--- config.mk ---
export PLATFORM = sky130hd
export DESIGN_NAME = fp8_accumulator
export DESIGN_NICKNAME = d
export VERILOG_FILES = /design/src/rtl/fp8_accumulator.sv
export SDC_FILE = /design/constraint.sdc
export NUM_CORES = 1
export LEC_CHECK = 0
export ABC_AREA = 1
export CELL_PAD_IN_SITES_DETAIL_PLACEMENT = 0
export CELL_PAD_IN_SITES_GLOBAL_PLACEMENT = 1
export CORE_ASPECT_RATIO = 0.75
export CORE_MARGIN = 5
export CORE_UTILIZATION = 25
export CTS_BUF_LIST = sky130_fd_sc_hd__clkbuf_8
export CTS_CLUSTER_DIAMETER = 60
export DETAILED_ROUTE_END_ITERATION = 16
export PLACE_DENSITY = 0.59
export SKIP_CTS_REPAIR_TIMING = 1
export SYNTH_ARGS = -nofsm -noshare
export SYNTH_HDL_FRONTEND = slang
export SYNTH_SLANG_ARGS = --single-unit
--- constraint.sdc ---
create_clock -name clk -period 9 [get_ports clk]
set_clock_uncertainty 0.05 [all_clocks]
set_input_delay 2.7 -clock clk [delete_from_list [all_inputs] [get_ports clk]]
set_output_delay 2.7 -clock clk [all_outputs]
set_load 0.03 [all_outputs]
--- src/rtl/fp8_accumulator.sv ---
// Sums a group of FP8 E4M3 products into one E4M3 result. The sum is kept
// in a 24-bit saturating fixed-point accumulator in units of 2^-9.
module fp8_accumulator (
    input  logic       clk,
    input  logic       rst,
    input  logic       in_valid,
    output logic       in_ready,
    input  logic [7:0] in_data,
    input  logic       in_last,
    output logic       out_valid,
    input  logic       out_ready,
    output logic [7:0] out_data,
    output logic       out_nan,
    output logic       out_sat,
    output logic [7:0] out_count
);

    typedef enum logic [1:0] {ACC, NORM, HOLD} state_t;

    localparam logic signed [24:0] SAT_POS = 25'sd8388607;

    state_t             state, state_nxt;
    logic signed [23:0] acc;
    logic [7:0]         count;
    logic               nan, sat;

    // Decode the incoming beat to a signed fixed-point value
    logic [3:0]         in_exp;
    logic [2:0]         in_man;
    logic [22:0]        beat_mag;
    logic signed [24:0] beat_val;
    logic signed [24:0] sum;
    logic signed [23:0] acc_nxt;
    logic               sum_sat;
    logic               beat_nan;

    assign in_exp   = in_data[6:3];
    assign in_man   = in_data[2:0];
    assign beat_nan = (in_data[6:0] == 7'h7F);

    always_comb begin
        beat_mag = 23'd0;
        if (in_exp == 4'd0)
            beat_mag = {20'd0, in_man};
        else
            beat_mag = 23'({1'b1, in_man}) << (in_exp - 4'd1);
    end

    assign beat_val = in_data[7] ? -$signed({2'b00, beat_mag}) : $signed({2'b00, beat_mag});
    assign sum      = $signed({acc[23], acc}) + beat_val;

    always_comb begin
        sum_sat = 1'b0;
        acc_nxt = sum[23:0];
        if (sum > SAT_POS) begin
            sum_sat = 1'b1;
            acc_nxt = SAT_POS[23:0];
        end else if (sum < -SAT_POS) begin
            sum_sat = 1'b1;
            acc_nxt = -SAT_POS[23:0];
        end
    end

    // Encode |acc| back to E4M3, truncating toward zero
    logic [23:0] abs_acc;
    logic [22:0] mag;
    logic [22:0] mag_shift;
    logic [4:0]  lead;
    logic [3:0]  enc_exp;
    logic [2:0]  enc_man;
    logic        enc_sat;
    logic [7:0]  enc_data;

    assign abs_acc = acc[23] ? 24'(-acc) : 24'(acc);
    assign mag     = abs_acc[22:0];

    always_comb begin
        lead = 5'd0;
        for (int i = 0; i < 23; i++)
            if (mag[i]) lead = 5'(i);
    end

    always_comb begin
        enc_exp   = 4'd0;
        enc_man   = 3'd0;
        enc_sat   = 1'b0;
        mag_shift = 23'd0;
        if (lead < 5'd3) begin
            enc_man = mag[2:0];
        end else begin
            mag_shift = mag >> (lead - 5'd3);
            enc_man   = mag_shift[2:0];
            enc_exp   = 4'(lead - 5'd2);
            // 0x7F is reserved for NaN, so the top finite code is 448
            if (lead > 5'd17 || (lead == 5'd17 && enc_man == 3'd7)) begin
                enc_sat = 1'b1;
                enc_exp = 4'd15;
                enc_man = 3'd6;
            end
        end
    end

    always_comb begin
        if (nan)
            enc_data = 8'h7F;
        else if (mag == 23'd0)
            enc_data = 8'h00;
        else
            enc_data = {acc[23], enc_exp, enc_man};
    end

    assign in_ready  = (state == ACC);
    assign out_valid = (state == HOLD);

    always_comb begin
        state_nxt = state;
        case (state)
            ACC:     if (in_valid && in_last) state_nxt = NORM;
            NORM:    state_nxt = HOLD;
            HOLD:    if (out_ready) state_nxt = ACC;
            default: state_nxt = ACC;
        endcase
    end

    always_ff @(posedge clk or posedge rst) begin
        if (rst) begin
            state     <= ACC;
            acc       <= '0;
            count     <= '0;
            nan       <= 1'b0;
            sat       <= 1'b0;
            out_data  <= 8'h00;
            out_nan   <= 1'b0;
            out_sat   <= 1'b0;
            out_count <= 8'd0;
        end else begin
            state <= state_nxt;
            case (state)
                ACC: begin
                    if (in_valid) begin
                        if (count != 8'hFF) count <= count + 8'd1;
                        if (beat_nan) begin
                            nan <= 1'b1;
                        end else begin
                            acc <= acc_nxt;
                            if (sum_sat) sat <= 1'b1;
                        end
                    end
                end
                NORM: begin
                    out_data  <= enc_data;
                    out_nan   <= nan;
                    out_sat   <= sat | enc_sat;
                    out_count <= count;
                end
                HOLD: begin
                    if (out_ready) begin
                        acc   <= '0;
                        count <= '0;
                        nan   <= 1'b0;
                        sat   <= 1'b0;
                    end
                end
                default: ;
            endcase
        end
    end

endmodule

## Word level (Yosys, flattened, before mapping)

Index checks and enable logic that the tools add are counted.

| cells by class | value |
|---|---|
| add/subtract/negate cells | 7 |
| order comparisons | 4 |
| equality and inequality tests | 13 |
| shift operators | 2 |
| multiplexer cells | 56 |
| bitwise operators | 1 |
| reductions and logical operators | 12 |

Operator list:

| kind | count |
|---|---|
| 24-bit 2-to-1 mux | 5 |
| 5-bit 2-to-1 mux | 21 |
| 24-bit case mux with 2 select lines | 1 |
| 23-bit 2-to-1 mux | 2 |
| 8-bit 2-to-1 mux | 5 |
| 24-bit by 25-bit adder with 25-bit output | 1 |
| 25-bit by 24-bit > comparator with 1-bit output, second input constant | 1 |
| 25-bit by 24-bit less-than comparator with 1-bit output, second input constant | 1 |
| 25-bit 2-to-1 mux | 1 |
| 23-bit negation with 25-bit output | 1 |
| 23-bit logical NOT | 1 |
| 23-bit negation | 1 |
| 4-bit by 4-bit left shift with 23-bit output | 1 |
| 23-bit by 5-bit >> shifter with 3-bit output | 1 |
| 8-bit case mux with 2 select lines | 1 |
| 4-bit AND reduction | 3 |
| 1-bit 2-to-1 mux | 11 |
| 2-bit by 1-bit != test with 1-bit output, second input constant | 5 |
| 8-bit by 1-bit adder with 8-bit output, second input constant | 1 |
| 4-bit 2-to-1 mux | 2 |
| 8-bit != test, second input constant | 1 |
| 7-bit equality test, second input constant | 1 |
| 3-bit 2-to-1 mux | 2 |
| 2-bit case mux with 3 select lines | 1 |
| 20 further kinds | 24 |

| word-level totals | value |
|---|---|
| register bits after elaboration | 54 |
| input bits | 13 |
| logic and storage cells | 104 |

## Longest topological paths before layout

| depth | value |
|---|---|
| word-level depth | 33 |
| gate-level depth with buffers | 45 |
| depth with buffers taken out | 43 |

## Least setup slack after synthesis

No wires, ideal clock.

| timing path | value |
|---|---|
| path type | input -> register |
| start point | input in_data[3] |
| end point | register acc[9] |
| library setup time | 0.129 ns |
| arrival | 7.059 ns |
| required time | 8.821 ns |
| slack | 1.761 ns |
| cell stages on the path | 38 |
| path through | buf_4 -> inv_2 -> ha_1 -> inv_1 -> nor3_1 -> inv_1 -> o22ai_1 -> inv_1 -> ha_1 -> inv_1 -> o21ai_0 -> inv_1 -> fa_1 -> o211ai_1 -> nand3_1 -> nand2_1 -> nand3_1 -> nand2_1 -> [2 not listed] -> nand3_1 -> nand2_1 -> nand2_1 -> nand2_1 -> nand2_1 -> nand2_1 -> nand3_1 -> nand2_1 -> a21oi_1 -> nor2_1 -> nor2_1 -> xnor2_1 -> inv_1 -> nand2_1 -> nand2_2 -> buf_4 -> a21oi_2 -> o21bai_1 |

| between the ends | value |
|---|---|
| longest elaborated chain between the ends | 12 |
| elaborated cells between the ends (all ways) | 17 |

RTL lines:

| what | RTL line | source |
|---|---|---|
| start, declared | 8 | `input logic [7:0] in_data,` |
| 4-bit by 1-bit subtractor with 4-bit output | 46 | `beat_mag = 23'({1'b1, in_man}) << (in_exp - 4'd1);` |
| 4-bit by 4-bit left shift with 23-bit output | 46 |  |
| 23-bit 2-to-1 mux | 43 | `if (in_exp == 4'd0)` |
| 23-bit negation with 25-bit output | 49 | `assign beat_val = in_data[7] ? -$signed({2'b00, beat_mag}) : $signed({2'b00, beat_mag});` |
| 25-bit 2-to-1 mux | 49 |  |
| 24-bit by 25-bit adder with 25-bit output | 50 | `assign sum = $signed({acc[23], acc}) + beat_val;` |
| 25-bit by 24-bit less-than comparator with 1-bit output | 58 | `end else if (sum < -SAT_POS) begin` |
| 24-bit 2-to-1 mux | 58 |  |
| 24-bit 2-to-1 mux | 55 | `if (sum > SAT_POS) begin` |
| 24-bit 2-to-1 mux | 142 | `if (beat_nan) begin` |
| 24-bit 2-to-1 mux | 140 | `if (in_valid) begin` |
| 24-bit case mux with 2 select lines | 138 | `case (state)` |
| end signal, assigned | 145 | `acc <= acc_nxt;` |
| end, declared | 23 | `logic signed [23:0] acc;` |

Parallel ways exist; a longest one is shown, timed or not. The select of a mux whose other input is x is not followed.
A chain may end at the register's enable or synchronous reset.

## Worst setup path after layout

| timing path | value |
|---|---|
| start point | input in_data[4] |
| end point | register acc[21] |

The elaborated chain is that of the path after synthesis.

==> qor.csv <==
metric,value,unit
status,"finished, final reports clean",
routed vias,5570,
cts bufs inserted,5,
Post-Syn Area,5827,um2
DRC Markers,0,
Final period util,89.86,%
Vias/cell,4.558,
placed inst area,6499,um2
Async SR Flop Fraction,100.0,%
largest net degree at the start of global routing,55,
Root Buffer,clkbuf_8,
CP peak stage delay,0.45,ns
placed wire-length estimate,13.91,mm
insertion delay to the later sink of the worst-skew pair,0.34,ns
Final ANT Viol Nets,0,
CP Class,in -> reg,
Post-synth EDFFs,0,
Clock Sink Count,54,
clock transition at the registers of the reported paths,0.12,ns
Synth Instances,891,
All-Layer GR Usage,13.28,%
DR pass1 iterations,5,
Setup-failing EPs final,0,
CTS Buffer Depth,2,
pre-CTS setup slack,0.3042,ns
vias in the first global route,5449,
initial antenna violation count,0,
IO Port Bufs,32,
CP Max Fanout,13,
ys flop type,dfrtp_1,
fin area,6599,um2
top-count cell post-synth,nand2_1,
data arrival time of the critical path,8.31,ns
worst min path class,reg -> reg,
crit path max-delay cell type,clkdlybuf4s50_1,
die area,26490,um2
initial core utilization,25.33,%
layout cells sized above 1,9.002,%
synth unique cells,45,
Slew @ Worst Pin,0.9389,ns
H-tree levels,2,
Core ar.,23000,um2
Critical Path End Type,flip-flop,
Commonest cells post-synth,"nand2_1, inv_1, nand3_1",
DR WL/cell,14.02,um
Final Slew Violations,0,
RSZ-0062 raised after global routing,no,
I/O Pins,33,
Synth area leader,dfrtp_1,
Fill cells,2586,
row count,48,
Overflow after GRT,0,
nets,969,
sequential share of the synthesized area,23.19,%
maxcap violations,0,
antenna fix cells,0,
Slew headroom,36.83,%
CTS tree,yes,
die width,186.3,um
Die H,142.2,um
Final WS setup,0.9125,ns
Avg Inst Size Synth,6.540,um2
Synth warnings,0,
final WL,17.14,mm
Startpoint Class,input port,
synthesis-to-finish area growth,13.25,%
post-synth top area share,23.19,%
Tmin final,8.087,ns
syn nets,939,
utilization after layout,28.69,%
CP Data Required Time,9.22,ns
drt initial violations,384,
setup TNS,0,ns
synthesis-stage register bit count,54,
flop-to-flop setup slack,3.47,ns
GPL Wtd Cong,0.7875,
Synth area leaders,"dfrtp_1, nand2_1, nand3_1",
Fmax,123.6,MHz
CP most frequent cell,nand2_1,
global-route wire length before repair,28.68,mm
Final Hold Vio Count,0,
-- metrics by stage --
| stage | hold WS (ns) | std cells |
|---|---|---|
| 2_1_floorplan | 0.4043 | 891 |
| 3_3_place_gp | 0.4194 | 1214 |
| 3_5_place_dp | 0.4198 | 1214 |
| 4_1_cts | 0.4521 | 1222 |
| 5_1_grt | 0.4774 | 1222 |
| 6_report | 0.4458 | 1222 |
-- worst max-delay path, delay by kind of cell --
family	cells	cell delay [ns]
AND/OR/NAND/NOR	17	1.81
AO/OA/AOI/OAI	8	1.47
adder cells (fa/ha/maj)	3	1.11
buffers and inverters	8	1.03
XOR/XNOR	1	0.17
-- worst paths after layout --
| kind | startpoint | endpoint | cells past startpoint |
|---|---|---|---|
| max in group asynchronous | rst | acc[2] | 3 |
| min in group asynchronous | rst | state[0] | 3 |
| worst max-delay path | in_data[4] | acc[21] | 37 |
| worst min register to register | out_count[4] | out_count[4] | 2 |
| worst max register to register | acc[1] | out_data[1] | 27 |
| worst min-delay path | out_count[4] | out_count[4] | 2 |
-- area by class of cell --
| cell class | count | area (um2) | share of cell area, % |
|---|---|---|---|
| Clock inverter | 3 | 28.78 | 0.4361 |
| Clock buffer | 5 | 68.82 | 1.043 |
| Tap cell | 300 | 375.4 | 5.688 |
| Multi-Input combinational cell | 681 | 3860 | 58.49 |
| Sequential cell | 54 | 1351 | 20.48 |
| Timing Repair Buffer | 42 | 397.9 | 6.030 |
| Inverter | 137 | 516.7 | 7.831 |
-- cells in the final DEF, fill, tap and decap left out, types with 12 or more instances in the layout --
cell type,Yosys,final
xnor2_1,20,20
a21oi_1,36,36
nand2_1,218,218
inv_1,119,118
o21ai_0,36,36
o21bai_1,14,14
nor2_1,67,67
dfrtp_1,54,54
o21ai_1,12,12
clkdlybuf4s50_1,0,31
ha_1,34,34
xor2_1,37,37
inv_2,16,17
nand3_1,105,105
-- registers in the layout (all words and copies together) (netlist names) --
name and count:
nan 1, sat 1, count 8, out_data 8, out_sat 1, out_count 8, acc 24, out_nan 1
state 2
-- layer usage --
layer | wire length (um) | vias to the layer above | track usage [%]
met3 | 396 | 7 | 1.635
met1 | 10020 | 2549 | 21.92
met5 | 0 | - | 0
met4 | 96 | 0 | 1.648
li1 | - | 2954 | -
met2 | 6626 | 60 | 18.62
-- logic make-up (layout without fill, tap and decap cells) --
kind of cell | count (synthesis) | count (layout) | share of synthesized area [%]
AND/OR/NAND/NOR | 446 | 446 | 34.44
flip-flops | 54 | 54 | 23.19
AO/OA/AOI/OAI | 140 | 140 | 14.75
XOR/XNOR | 60 | 60 | 9.405
adder cells (fa/ha/maj) | 35 | 35 | 7.644
buffers and inverters | 156 | 187 | 10.56
Power is not shown: default switching activity piles up to over one toggle a cycle in this logic, so the estimate is an artifact.
